**src/rtl/multicycle_control_fsm.sv**
```systemverilog
// -----------------------------------------------------------------------------
// multicycle_control_fsm
//
// Control unit for a multi-cycle MIPS datapath (shared memory, ALU, IR, PC).
// A Moore FSM steps each instruction through fetch, decode, execute, memory
// and write-back phases. It waits in FETCH, MEMRD and MEMWR until the memory
// reports completion. A retired-instruction counter and an illegal-opcode
// flag are provided for debug.
//
// Supported opcodes: R-type, LW, SW, BEQ, J, ADDI.
//
// Ports
//   clk          in   system clock, rising edge
//   rst_n        in   asynchronous active-low reset
//   opcode[5:0]  in   IR[31:26], stable from DECODE onward
//   mem_ready    in   memory access completes this cycle
//   PCWrite      out  unconditional PC write
//   PCWriteCond  out  PC write when ALU zero
//   IorD         out  memory address select (0 = PC, 1 = ALUOut)
//   MemRead      out  memory read
//   MemWrite     out  memory write
//   IRWrite      out  IR load
//   MemtoReg     out  write-back select (0 = ALUOut, 1 = MDR)
//   RegDst       out  destination register (0 = rt, 1 = rd)
//   RegWrite     out  register file write
//   ALUSrcA      out  ALU A select (0 = PC, 1 = reg A)
//   ALUSrcB[1:0] out  ALU B select (00 B, 01 4, 10 imm, 11 imm<<2)
//   ALUOp[1:0]   out  00 add, 01 sub, 10 funct decode
//   PCSource[1:0]out  00 ALU result, 01 ALUOut, 10 jump target
//   state[3:0]   out  current state, debug
//   illegal_op   out  unknown opcode seen in DECODE
//   retired      out  retired-instruction count, wraps silently
//
// State table
//   code | state    | meaning
//   0    | FETCH    | read instruction at PC, PC <= PC + 4 on mem_ready
//   1    | DECODE   | register read, branch target precompute
//   2    | MEMADR   | effective address for LW / SW
//   3    | MEMRD    | load data read, wait for mem_ready
//   4    | MEMWB    | load write-back into rt
//   5    | MEMWR    | store, MemWrite held until mem_ready
//   6    | EXEC     | R-type ALU operation
//   7    | RTYPEWB  | R-type write-back into rd
//   8    | BRANCH   | BEQ compare and conditional PC write
//   9    | JUMP     | J target PC write
//   10   | ADDIEXEC | A + sign-extended immediate
//   11   | ADDIWB   | ADDI write-back into rt
//   12-15| (none)   | unreachable, recover to FETCH with all outputs low
// -----------------------------------------------------------------------------
module multicycle_control_fsm #(
  parameter int CNT_W = 32
) (
  input  logic             clk,
  input  logic             rst_n,
  input  logic [5:0]       opcode,
  input  logic             mem_ready,
  output logic             PCWrite,
  output logic             PCWriteCond,
  output logic             IorD,
  output logic             MemRead,
  output logic             MemWrite,
  output logic             IRWrite,
  output logic             MemtoReg,
  output logic             RegDst,
  output logic             RegWrite,
  output logic             ALUSrcA,
  output logic [1:0]       ALUSrcB,
  output logic [1:0]       ALUOp,
  output logic [1:0]       PCSource,
  output logic [3:0]       state,
  output logic             illegal_op,
  output logic [CNT_W-1:0] retired
);

  localparam logic [5:0] OP_RTYPE = 6'b000000;
  localparam logic [5:0] OP_LW    = 6'b100011;
  localparam logic [5:0] OP_SW    = 6'b101011;
  localparam logic [5:0] OP_BEQ   = 6'b000100;
  localparam logic [5:0] OP_J     = 6'b000010;
  localparam logic [5:0] OP_ADDI  = 6'b001000;

  typedef enum logic [3:0] {
    S_FETCH    = 4'd0,
    S_DECODE   = 4'd1,
    S_MEMADR   = 4'd2,
    S_MEMRD    = 4'd3,
    S_MEMWB    = 4'd4,
    S_MEMWR    = 4'd5,
    S_EXEC     = 4'd6,
    S_RTYPEWB  = 4'd7,
    S_BRANCH   = 4'd8,
    S_JUMP     = 4'd9,
    S_ADDIEXEC = 4'd10,
    S_ADDIWB   = 4'd11
  } state_t;

  state_t           r_state;
  state_t           w_next;
  logic [CNT_W-1:0] r_retired;

  logic       w_pcwrite;
  logic       w_pcwritecond;
  logic       w_iord;
  logic       w_memread;
  logic       w_memwrite;
  logic       w_irwrite;
  logic       w_memtoreg;
  logic       w_regdst;
  logic       w_regwrite;
  logic       w_alusrca;
  logic [1:0] w_alusrcb;
  logic [1:0] w_aluop;
  logic [1:0] w_pcsource;
  logic       w_illegal;
  logic       w_retire;
  logic       w_known_op;

  assign w_known_op = (opcode == OP_RTYPE) || (opcode == OP_LW)  ||
                      (opcode == OP_SW)    || (opcode == OP_BEQ) ||
                      (opcode == OP_J)     || (opcode == OP_ADDI);

  always_ff @(posedge clk or negedge rst_n) begin
    if (!rst_n) begin
      r_state <= S_FETCH;
    end else begin
      r_state <= w_next;
    end
  end

  always_comb begin
    w_next        = r_state;
    w_pcwrite     = 1'b0;
    w_pcwritecond = 1'b0;
    w_iord        = 1'b0;
    w_memread     = 1'b0;
    w_memwrite    = 1'b0;
    w_irwrite     = 1'b0;
    w_memtoreg    = 1'b0;
    w_regdst      = 1'b0;
    w_regwrite    = 1'b0;
    w_alusrca     = 1'b0;
    w_alusrcb     = 2'b00;
    w_aluop       = 2'b00;
    w_pcsource    = 2'b00;
    w_illegal     = 1'b0;
    w_retire      = 1'b0;

    case (r_state)
      S_FETCH: begin
        w_memread = 1'b1;
        w_alusrcb = 2'b01;
        // PC and IR load are gated by mem_ready so a stalled fetch
        // updates them exactly once, on the completing cycle.
        w_irwrite = mem_ready;
        w_pcwrite = mem_ready;
        if (mem_ready) w_next = S_DECODE;
      end
      S_DECODE: begin
        w_alusrcb = 2'b11;
        case (opcode)
          OP_LW, OP_SW: w_next = S_MEMADR;
          OP_RTYPE:     w_next = S_EXEC;
          OP_BEQ:       w_next = S_BRANCH;
          OP_J:         w_next = S_JUMP;
          OP_ADDI:      w_next = S_ADDIEXEC;
          default:      w_next = S_FETCH;
        endcase
        w_illegal = !w_known_op;
      end
      S_MEMADR: begin
        w_alusrca = 1'b1;
        w_alusrcb = 2'b10;
        w_next    = (opcode == OP_SW) ? S_MEMWR : S_MEMRD;
      end
      S_MEMRD: begin
        w_memread = 1'b1;
        w_iord    = 1'b1;
        if (mem_ready) w_next = S_MEMWB;
      end
      S_MEMWB: begin
        w_memtoreg = 1'b1;
        w_regwrite = 1'b1;
        w_retire   = 1'b1;
        w_next     = S_FETCH;
      end
      S_MEMWR: begin
        // MemWrite stays high across wait states until memory accepts.
        w_memwrite = 1'b1;
        w_iord     = 1'b1;
        if (mem_ready) begin
          w_retire = 1'b1;
          w_next   = S_FETCH;
        end
      end
      S_EXEC: begin
        w_alusrca = 1'b1;
        w_aluop   = 2'b10;
        w_next    = S_RTYPEWB;
      end
      S_RTYPEWB: begin
        w_regdst   = 1'b1;
        w_regwrite = 1'b1;
        w_retire   = 1'b1;
        w_next     = S_FETCH;
      end
      S_BRANCH: begin
        w_alusrca     = 1'b1;
        w_aluop       = 2'b01;
        w_pcwritecond = 1'b1;
        w_pcsource    = 2'b01;
        w_retire      = 1'b1;
        w_next        = S_FETCH;
      end
      S_JUMP: begin
        w_pcwrite  = 1'b1;
        w_pcsource = 2'b10;
        w_retire   = 1'b1;
        w_next     = S_FETCH;
      end
      S_ADDIEXEC: begin
        w_alusrca = 1'b1;
        w_alusrcb = 2'b10;
        w_next    = S_ADDIWB;
      end
      S_ADDIWB: begin
        w_regwrite = 1'b1;
        w_retire   = 1'b1;
        w_next     = S_FETCH;
      end
      default: begin
        w_next = S_FETCH;
      end
    endcase
  end

  always_ff @(posedge clk or negedge rst_n) begin
    if (!rst_n) begin
      r_retired <= '0;
    end else if (w_retire) begin
      r_retired <= r_retired + CNT_W'(1);
    end
  end

  // While reset is held every control output is forced low, so nothing
  // strobes the datapath before the first real FETCH after release.
  assign PCWrite     = rst_n & w_pcwrite;
  assign PCWriteCond = rst_n & w_pcwritecond;
  assign IorD        = rst_n & w_iord;
  assign MemRead     = rst_n & w_memread;
  assign MemWrite    = rst_n & w_memwrite;
  assign IRWrite     = rst_n & w_irwrite;
  assign MemtoReg    = rst_n & w_memtoreg;
  assign RegDst      = rst_n & w_regdst;
  assign RegWrite    = rst_n & w_regwrite;
  assign ALUSrcA     = rst_n & w_alusrca;
  assign ALUSrcB     = {2{rst_n}} & w_alusrcb;
  assign ALUOp       = {2{rst_n}} & w_aluop;
  assign PCSource    = {2{rst_n}} & w_pcsource;
  assign illegal_op  = rst_n & w_illegal;
  assign state       = r_state;
  assign retired     = r_retired;

endmodule

```
**config.mk**
```make
export PLATFORM = sky130hd
export DESIGN_NAME = multicycle_control_fsm
export DESIGN_NICKNAME = d
export VERILOG_FILES = /design/src/rtl/multicycle_control_fsm.sv
export SDC_FILE = /design/constraint.sdc
export NUM_CORES = 1
export LEC_CHECK = 0
export BUFFER_PORTS_ARGS = -buffer_cell sky130_fd_sc_hd__clkbuf_2
export CORE_ASPECT_RATIO = 0.6
export CORE_UTILIZATION = 25
export CTS_CLUSTER_SIZE = 14
export DETAILED_ROUTE_END_ITERATION = 10
export PLACE_DENSITY = 0.5
export SYNTH_ARGS = -nofsm -noshare
export SYNTH_HDL_FRONTEND = slang
export SYNTH_SLANG_ARGS = --single-unit
```
**constraint.sdc**
```tcl
create_clock -name clk -period 1.76 [get_ports clk]
set_input_delay 0.352 -clock clk [delete_from_list [all_inputs] [get_ports clk]]
set_output_delay 0.352 -clock clk [all_outputs]
set_load 0.005 [all_outputs]
```
---- After elaboration in Yosys (flattened, before gate mapping) ----
Cells that the tools add are included.
operators by class
  magnitude comparators ................... 0
  bitwise gates (word level) .............. 14
  divide/modulo/power cells ............... 0
  shift operators ......................... 0
  add/sub/neg operators ................... 1
  reductions and logical operators ........ 16
  eq/ne operators ......................... 19
  $mul .................................... 0
  mux-type cells .......................... 22
operators with widths
  kind                   count
  $add 32x1->32 const B  1
  $pmux 4 s7             1
  $pmux 4 s5             1
  $eq 4x3->1 const B     4
  $eq 4x4->1 const B     4
  $eq 6x6->1 const B     2
  $mux 4                 3
  $and 1x1->1            11
  $mux 1                 11
  $eq 4x2->1 const B     2
  $pmux 2 s2             2
  $reduce_or 2->1        4
  $and 2x2->2            3
  $eq 6x2->1 const B     1
  $eq 6x3->1 const B     1
  $eq 6x4->1 const B     1
  $logic_not 6->1        1
  $ne 2x2->1 const B     3
  $pmux 2 s3             1
  $logic_or 1x1->1       5
  $reduce_or 5->1        1
  $eq 4x1->1 const B     1
  $logic_not 4->1        1
  $pmux 1 s2             2
  other kinds (5)        5
storage, ports and cells
  output and inout port bits .............. 53
  word-level logic and storage cells ...... 74
  bits in latches ......................... 0
  bits in read-only memories .............. 0
  memory bits (writable) .................. 0
  memories kept ........................... 0
  bits in registers ....................... 36

---- Depth between registers and ports, before layout ----
Gate-level depths: netlist of the first run.
  word-level depth ........................ 9
  mapped depth ............................ 7
  depth with buffers taken out ............ 4

---- Worst setup path before layout of the first run ----
No wires, ideal clock.
  path kind ............................... register to register
  start point ............................. register r_state[3] (netlist: state[3])
  end point ............................... register r_retired[17] (netlist: retired[17])
  arrival ................................. 1.835 ns
  library setup time ...................... 0.079 ns
  slack ................................... -0.155 ns
  cell stages (with the launch flop) ...... 7
  buffers on the path ..................... 2
  period minus slack after synthesis ...... 1.915 ns
  cell sequence ........................... dfrtp_1 -> and2_1 -> or4_1 -> buf_2 -> buf_6 -> nor4_1 -> xor2_1
on the way
  longest elaborated chain between the ends .. 3
ends and longest elaborated chain
  what                                             RTL line  RTL
  start: declaration                               97        state_t r_state;
  start signal: assignment                         126       r_state <= w_next;
  $eq 4x4->1 / $eq 4x3->1 (equally long branches)  148       case (r_state)
  $reduce_or 5->1 (no line)                        --
  $pmux 1 s2 (*)                                   148
  end signal: assignment                           240       r_retired <= r_retired + CNT_W'(1);
  end: declaration                                 99        logic [CNT_W-1:0] r_retired;
Every way passes the cells marked *; elsewhere a longest branch is shown, timed or not.
A chain may end at the register's enable or synchronous reset.

---- Worst setup path after layout of the first run ----
  start point ............................. register r_state[0] (netlist: state[0])
  end point ............................... register r_retired[10] (netlist: retired[10])
Same word-level chain as after synthesis.

==> flow_summary.ini, run 1 <==
[synthesis]
yosysWarnings = 0
syn_nets = 236
yosysTopAreaCell = sky130_fd_sc_hd__dfrtp_1
post_synth.cell_area_avg_um2 = 9.556
postSynthCellCount = 226
synth.yosys.seq_area_share_pct = 41.71
cell_types_with_the_largest_area_share_after_synthesis = sky130_fd_sc_hd__dfrtp_1 (42%), sky130_fd_sc_hd__xor2_1 (11%), sky130_fd_sc_hd__nor4_2 (7.0%)
synth_cell_type_count = 42
synth.ff_latch_count = 36
ranking_of_synthesized_cells_by_instance_count = sky130_fd_sc_hd__dfrtp_1 (36), sky130_fd_sc_hd__xor2_1 (26), sky130_fd_sc_hd__nor2_1 (15), sky130_fd_sc_hd__nand2_1 (14), sky130_fd_sc_hd__nor3_1 (14)
yosysMostFrequentCell = sky130_fd_sc_hd__dfrtp_1
synth_area_um2 = 2160
synth_enable_flop_cells = 0
synth_top_area_share_pct = 41.71
fraction_of_registers_with_async_set_reset_pct = 100.0
yosys_most_used_dff = sky130_fd_sc_hd__dfrtp_1

[setup_path]
start_kind = flip-flop
critical_path_class = reg -> reg
worst_ep_arrival_time_ns = 2.08
startpoint_of_the_lowest_slack_register_to_register_path = state[0]
rr_endpoint = retired[10]
category_of_the_worst_setup_path_capture_point = flip-flop
worstPathMaxFanout = 8
ff2ff_path_depth = 5
critPathRequiredTime_ns = 1.97
r2r_slack_ns = -0.11

[floorplanning]
design.portCount = 62
floorplan.initialDensity_pct = 26.55
floorplan.die.width_um = 122.0
fp.dieH_um = 74.00
dieArea_um2 = 9027
core_region_area_um2 = 8133
cell_row_count = 25

[sta]
fmax_mhz = 534.0
finalSetupTns_ns = -1.063
max_slew_margin_pct = 77.12
hold_violations = 0
final-setup-viol-count = 24
maxSlewViolCount = 0
period_minus_slack_ns = 1.873
hold_ws_ns = 0.2050
max_slew.worst_pin.slew_ns = 0.3433
min_period_over_period_pct = 106.4
post-route-worst-setup-slack_ns = -0.1127
finalClockSkew_ns = 0.002831
rsz0062_at_grt = yes

[global_routing]
globalRoute.totalOverflow = 0
grt_pass1_wl_um = 10170
first_global_vias = 1936
track_usage_pct = 15.03
grt_max_degree = 40
grt_antenna_before_repair = 0

[cells_and_area]
fin_util_pct = 45.00
final_net_count = 333
final_cells = 432
n_antenna_cell = 0
share_of_cells_above_drive_strength_1_pct = 53.09
layout-area-overhead-vs-synth_pct = 69.47
nFillCells = 780

[routing]
met2_length_um = 2709
detailroute.via_count = 2090
first_pass_iters = 4
dr.max_layer_used = met4
wirelength_met1_um = 3478
drt-total-wl_um = 6644
drc = 0
detail_route.vias_per_cell = 4.838
final_antenna_net_count = 0
initialDrtViolationCount = 75
dr_wl_met3_um = 390
routed_wire_length_per_instance_um = 15.38

[clocking]
cts_root_buffer = sky130_fd_sc_hd__clkbuf_16
cts_max_path_buffers = 2
tritoncts_clock_tree = done
cts_sinks = 36
htree_levels = 2
cts_buffers = 5
clk_pin_slew_ns = 0.06
insertion_delay_ns = 0.28
cts_hold_buffers = 0

[job]
max_cap_viol_count = 0

[outcome]
violations = setup timing
run_status = complete, but fails checks

[placed_design]
final_estimated_routing_congestion_in_global_placement = 0.8324
place.detailed.instances = 408
placement.io_buffers = 61
detailedPlacementHpwl_um = 4392

[power_and_ir_drop]
power.ir.vdd_worst_mv = 1.269
cellPowerDensity_nw_per_um2 = 1202
static-leakage-power_nw = 1.634
total_power_mw = 4.400

[worst_hold_path]
min_path_type = in -> async
[layout by cell type, fill, tap and decap left out, types with 3 or more instances in the layout]
master	n
sky130_fd_sc_hd__dfrtp_1	33
sky130_fd_sc_hd__buf_6	8
sky130_fd_sc_hd__and3_1	4
sky130_fd_sc_hd__a21oi_1	3
sky130_fd_sc_hd__xnor2_1	7
sky130_fd_sc_hd__buf_2	8
sky130_fd_sc_hd__buf_4	29
sky130_fd_sc_hd__nor2_1	10
sky130_fd_sc_hd__nor2_4	3
sky130_fd_sc_hd__dfrtp_2	3
sky130_fd_sc_hd__and4_1	6
sky130_fd_sc_hd__nand4_1	8
sky130_fd_sc_hd__nor3_2	3
sky130_fd_sc_hd__o21ai_0	3
sky130_fd_sc_hd__clkbuf_16	6
sky130_fd_sc_hd__nor3_1	3
sky130_fd_sc_hd__inv_1	6
sky130_fd_sc_hd__xor2_1	26
sky130_fd_sc_hd__nand2_1	14
sky130_fd_sc_hd__nand3_1	9
sky130_fd_sc_hd__nor3_4	8
sky130_fd_sc_hd__buf_12	5
sky130_fd_sc_hd__clkbuf_2	52
sky130_fd_sc_hd__nor4_4	20
[how the worst max path moves through the flow]
stage / startpoint / end / slack [ns]
floorplan: state[1] / retired[26] / -0.11
global placement: state[2] / retired[16] / -0.25
detailed placement: state[2] / retired[16] / -0.30
CTS: state[2] / RegWrite / -0.14
global route: state[2] / retired[13] / -0.18
finish: state[0] / retired[10] / -0.11
[layer usage]
metal,global-route usage (%),vias to the layer above
met5,0,-
met4,4.527,0
met3,4.525,8
met2,19.46,58
met1,23.22,1011
li1,-,1013
[final cells by class]
cell class / count / area (um2) / area share, %
clock buffers: 6 / 138.9 / 3.795
well taps: 108 / 135.1 / 3.692
flip-flops and latches: 36 / 904.6 / 24.72
clock inverters: 2 / 10.01 / 0.2735
multi-input cells: 166 / 1645 / 44.96
repair buffers: 106 / 790.8 / 21.61
inverters: 8 / 35.03 / 0.9573
[where the power goes]
part	total, mW	leakage, nW	internal [mW]	switching [mW]
Sequential	1.06	0.368	0.937	0.122
Combinational	2.43	1.19	1.11	1.32
Clock	0.908	0.0766	0.558	0.350
Total	4.40	1.63	2.61	1.79
[flip-flops by register name, indices dropped and copies added, names as in the netlist]
register / flops
retired: 32
state: 4
[kinds of logic (layout without fill, tap and decap cells)]
kind of cell,count (synthesis),after routing,share of synthesized area (%)
buffers and inverters,24,122,5.157
multiplexers,1,1,0.5214
AND/OR/NAND/NOR,113,113,32.97
AO/OA/AOI/OAI,17,17,5.273
XOR/XNOR,34,34,13.79
adder cells (fa/ha/maj),1,1,0.5793
flip-flops,36,36,41.71
[worst max-delay path: stages (launching register included)]
cell and delay (ns):
sky130_fd_sc_hd__dfrtp_2 0.43, sky130_fd_sc_hd__nor4bb_4 0.17, sky130_fd_sc_hd__or4_4 0.57, sky130_fd_sc_hd__buf_12 0.20
sky130_fd_sc_hd__nor4_4 0.25, sky130_fd_sc_hd__xor2_1 0.16
[metrics by stage]
| step | setup WS, ns | cell area (um2) |
|---|---|---|
| floorplan | -0.1068 | 2318 |
| global placement | -0.2526 | 2925 |
| detailed placement | -0.3049 | 2925 |
| CTS | -0.1405 | 3386 |
| global route | -0.1801 | 3660 |
| finish | -0.1127 | 3660 |
[repair_timing]
action | CTS | global route
pin swaps | 11 | 46
resized for setup | 44 | 48
setup endpoints to repair | 45 | 45
cloned | 3 | 1
setup buffers | 6 | 8
hold endpoints to repair | 0 | 0
Note: power is estimated with default switching activity, not from simulation.
==> run 2: changes to the inputs <==
Settings changed: SKIP_LAST_GASP set to 1.
==> run 2 against run 1 <==
Sequential power about the same. Utilization decreased by 0.32 points. Critical endpoint is now ALUSrcB[1]. Die area stayed put. First-iteration DRC count down 2.7%. Final area is 0.72% lower. The run still ends with setup timing left. Flip-flop and latch count stayed put. Register-to-register slack improved by 0.02 ns.
==> flow_summary.ini, run 2 (synthesized netlist as in run 1, its figures left out) <==
[setup_path]
cp-startpoint = state[1]
worstPathCellList = buf_6, buf_12, nand2b_4, o21ai_1, and3_1, buf_2
critical_path_class = reg -> out
worst_ep_arrival_time_ns = 1.52
critPathRequiredTime_ns = 1.41
worst_path_largest_cell_delay_ns = 0.41
cp_num_buf_inv = 3
kind_of_cell_adding_the_most_delay_to_the_critical_path = flip-flops
worstPathMaxFanout = 7
category_of_the_worst_setup_path_capture_point = output port
startpoint_of_the_lowest_slack_register_to_register_path = state[2]
start_kind = flip-flop
critical_path.slowest_cell = sky130_fd_sc_hd__dfrtp_2

[global_routing]
grt_max_degree = 40
track_usage_pct = 15.01
grt_antenna_before_repair = 0
globalRoute.totalOverflow = 0
grt_pass1_wl_um = 10160
first_global_vias = 1933

[cells_and_area]
largest_register_ff_count = 32
fin_util_pct = 44.68
mostFrequentLayoutCell = sky130_fd_sc_hd__clkbuf_2
final_cell_mix = sky130_fd_sc_hd__clkbuf_2 (53), sky130_fd_sc_hd__dfrtp_1 (33), sky130_fd_sc_hd__buf_4 (29)
n_antenna_cell = 0
design_area_um2 = 3633
final_net_count = 333
share_of_cells_above_drive_strength_1_pct = 53.09
nFillCells = 782
layout-area-overhead-vs-synth_pct = 68.25

[sta]
max_slew.worst_pin.slew_ns = 0.3393
min_period_over_period_pct = 106.3
rsz0062_at_grt = yes
post-route-worst-setup-slack_ns = -0.1112
hold_violations = 0
hold_ws_ns = 0.1961
finalClockSkew_ns = 0.004525
maxSlewViolCount = 0
fmax_mhz = 534.4
final-setup-viol-count = 23
finalSetupTns_ns = -0.9370
max_slew_margin_pct = 77.38
period_minus_slack_ns = 1.871

[clocking]
tritoncts_clock_tree = done
cts_sinks = 36
cts_root_buffer = sky130_fd_sc_hd__clkbuf_16
insertion_delay_ns = 0.28
htree_levels = 2
cts_max_path_buffers = 2
cts_buffers = 5
cts_hold_buffers = 0
clk_pin_slew_ns = 0.06

[routing]
first_pass_iters = 4
drc = 0
routed_wire_length_per_instance_um = 15.32
drt-total-wl_um = 6618
final_antenna_net_count = 0
detail_route.vias_per_cell = 4.829
detailroute.via_count = 2086
initialDrtViolationCount = 73

[floorplanning]
cell_row_count = 25
design.portCount = 62
dieArea_um2 = 9027
core_region_area_um2 = 8133
floorplan.die.width_um = 122.0
fp.dieH_um = 74.00
floorplan.initialDensity_pct = 26.55

[placed_design]
final_estimated_routing_congestion_in_global_placement = 0.8324
detailed_place.area_um2 = 2925
detailedPlacementHpwl_um = 4392
placement.io_buffers = 61
dp_slack_ns = -0.3049

[job]
max_cap_viol_count = 0

[worst_hold_path]
min_path_type = in -> async

[outcome]
run_status = complete, but fails checks
violations = setup timing

[power_and_ir_drop]
power.ir.vdd_worst_mv = 1.254
cellPowerDensity_nw_per_um2 = 1199
static-leakage-power_nw = 1.619
-- run 2: power by group --
group / switching (mW) / internal, mW / total (mW)
logic: 1.31 / 1.09 / 2.39
clock network: 0.350 / 0.558 / 0.908
registers: 0.118 / 0.938 / 1.06
total: 1.77 / 2.58 / 4.36
-- run 2: final cells by class --
class	instances	area [um2]	share of cell area (%)
multi-input combinational	166	1619	44.56
inverter	8	35.03	0.9642
clock buffer	6	138.9	3.822
timing repair buffer	106	790.8	21.76
tap	108	135.1	3.719
clock inverter	2	10.01	0.2755
sequential	36	904.6	24.90
-- run 2: routing by layer --
| layer | part of all wire (%) | up-vias | track usage, % |
|---|---|---|---|
| met1 | 53 | 1014 | 23.22 |
| met3 | 5.9 | 8 | 4.525 |
| li1 | - | 1011 | - |
| met2 | 40 | 53 | 19.40 |
| met5 | 0 | - | 0 |
| met4 | 1.0 | 0 | 4.527 |
-- run 2: worst paths after layout --
| check | endpoint | slack [ns] | depth (start not counted) |
|---|---|---|---|
| worst max-delay path | ALUSrcB[1] | -0.11 | 6 |
| worst min-delay path | state[3] | 0.20 | 2 |
| worst max register to register | retired[13] | -0.09 | 5 |
| worst min register to register | retired[31] | 0.46 | 1 |
| max in group asynchronous | state[2] | 1.34 | 2 |
| min in group clk | state[0] | 0.46 | 4 |
-- run 2: timing repair --
item	in CTS	in global routing
cloned	3	1
setup buffers	6	9
pin swaps	11	47
setup endpoints to repair	45	45
resized for setup	43	44
-- run 2: metrics by stage --
step | power [mW] | instances
2_1_floorplan | 1.988 | 226
3_3_place_gp | 2.614 | 408
3_5_place_dp | 2.614 | 408
4_1_cts | 4.071 | 425
5_1_grt | 4.585 | 432
6_report | 4.355 | 432
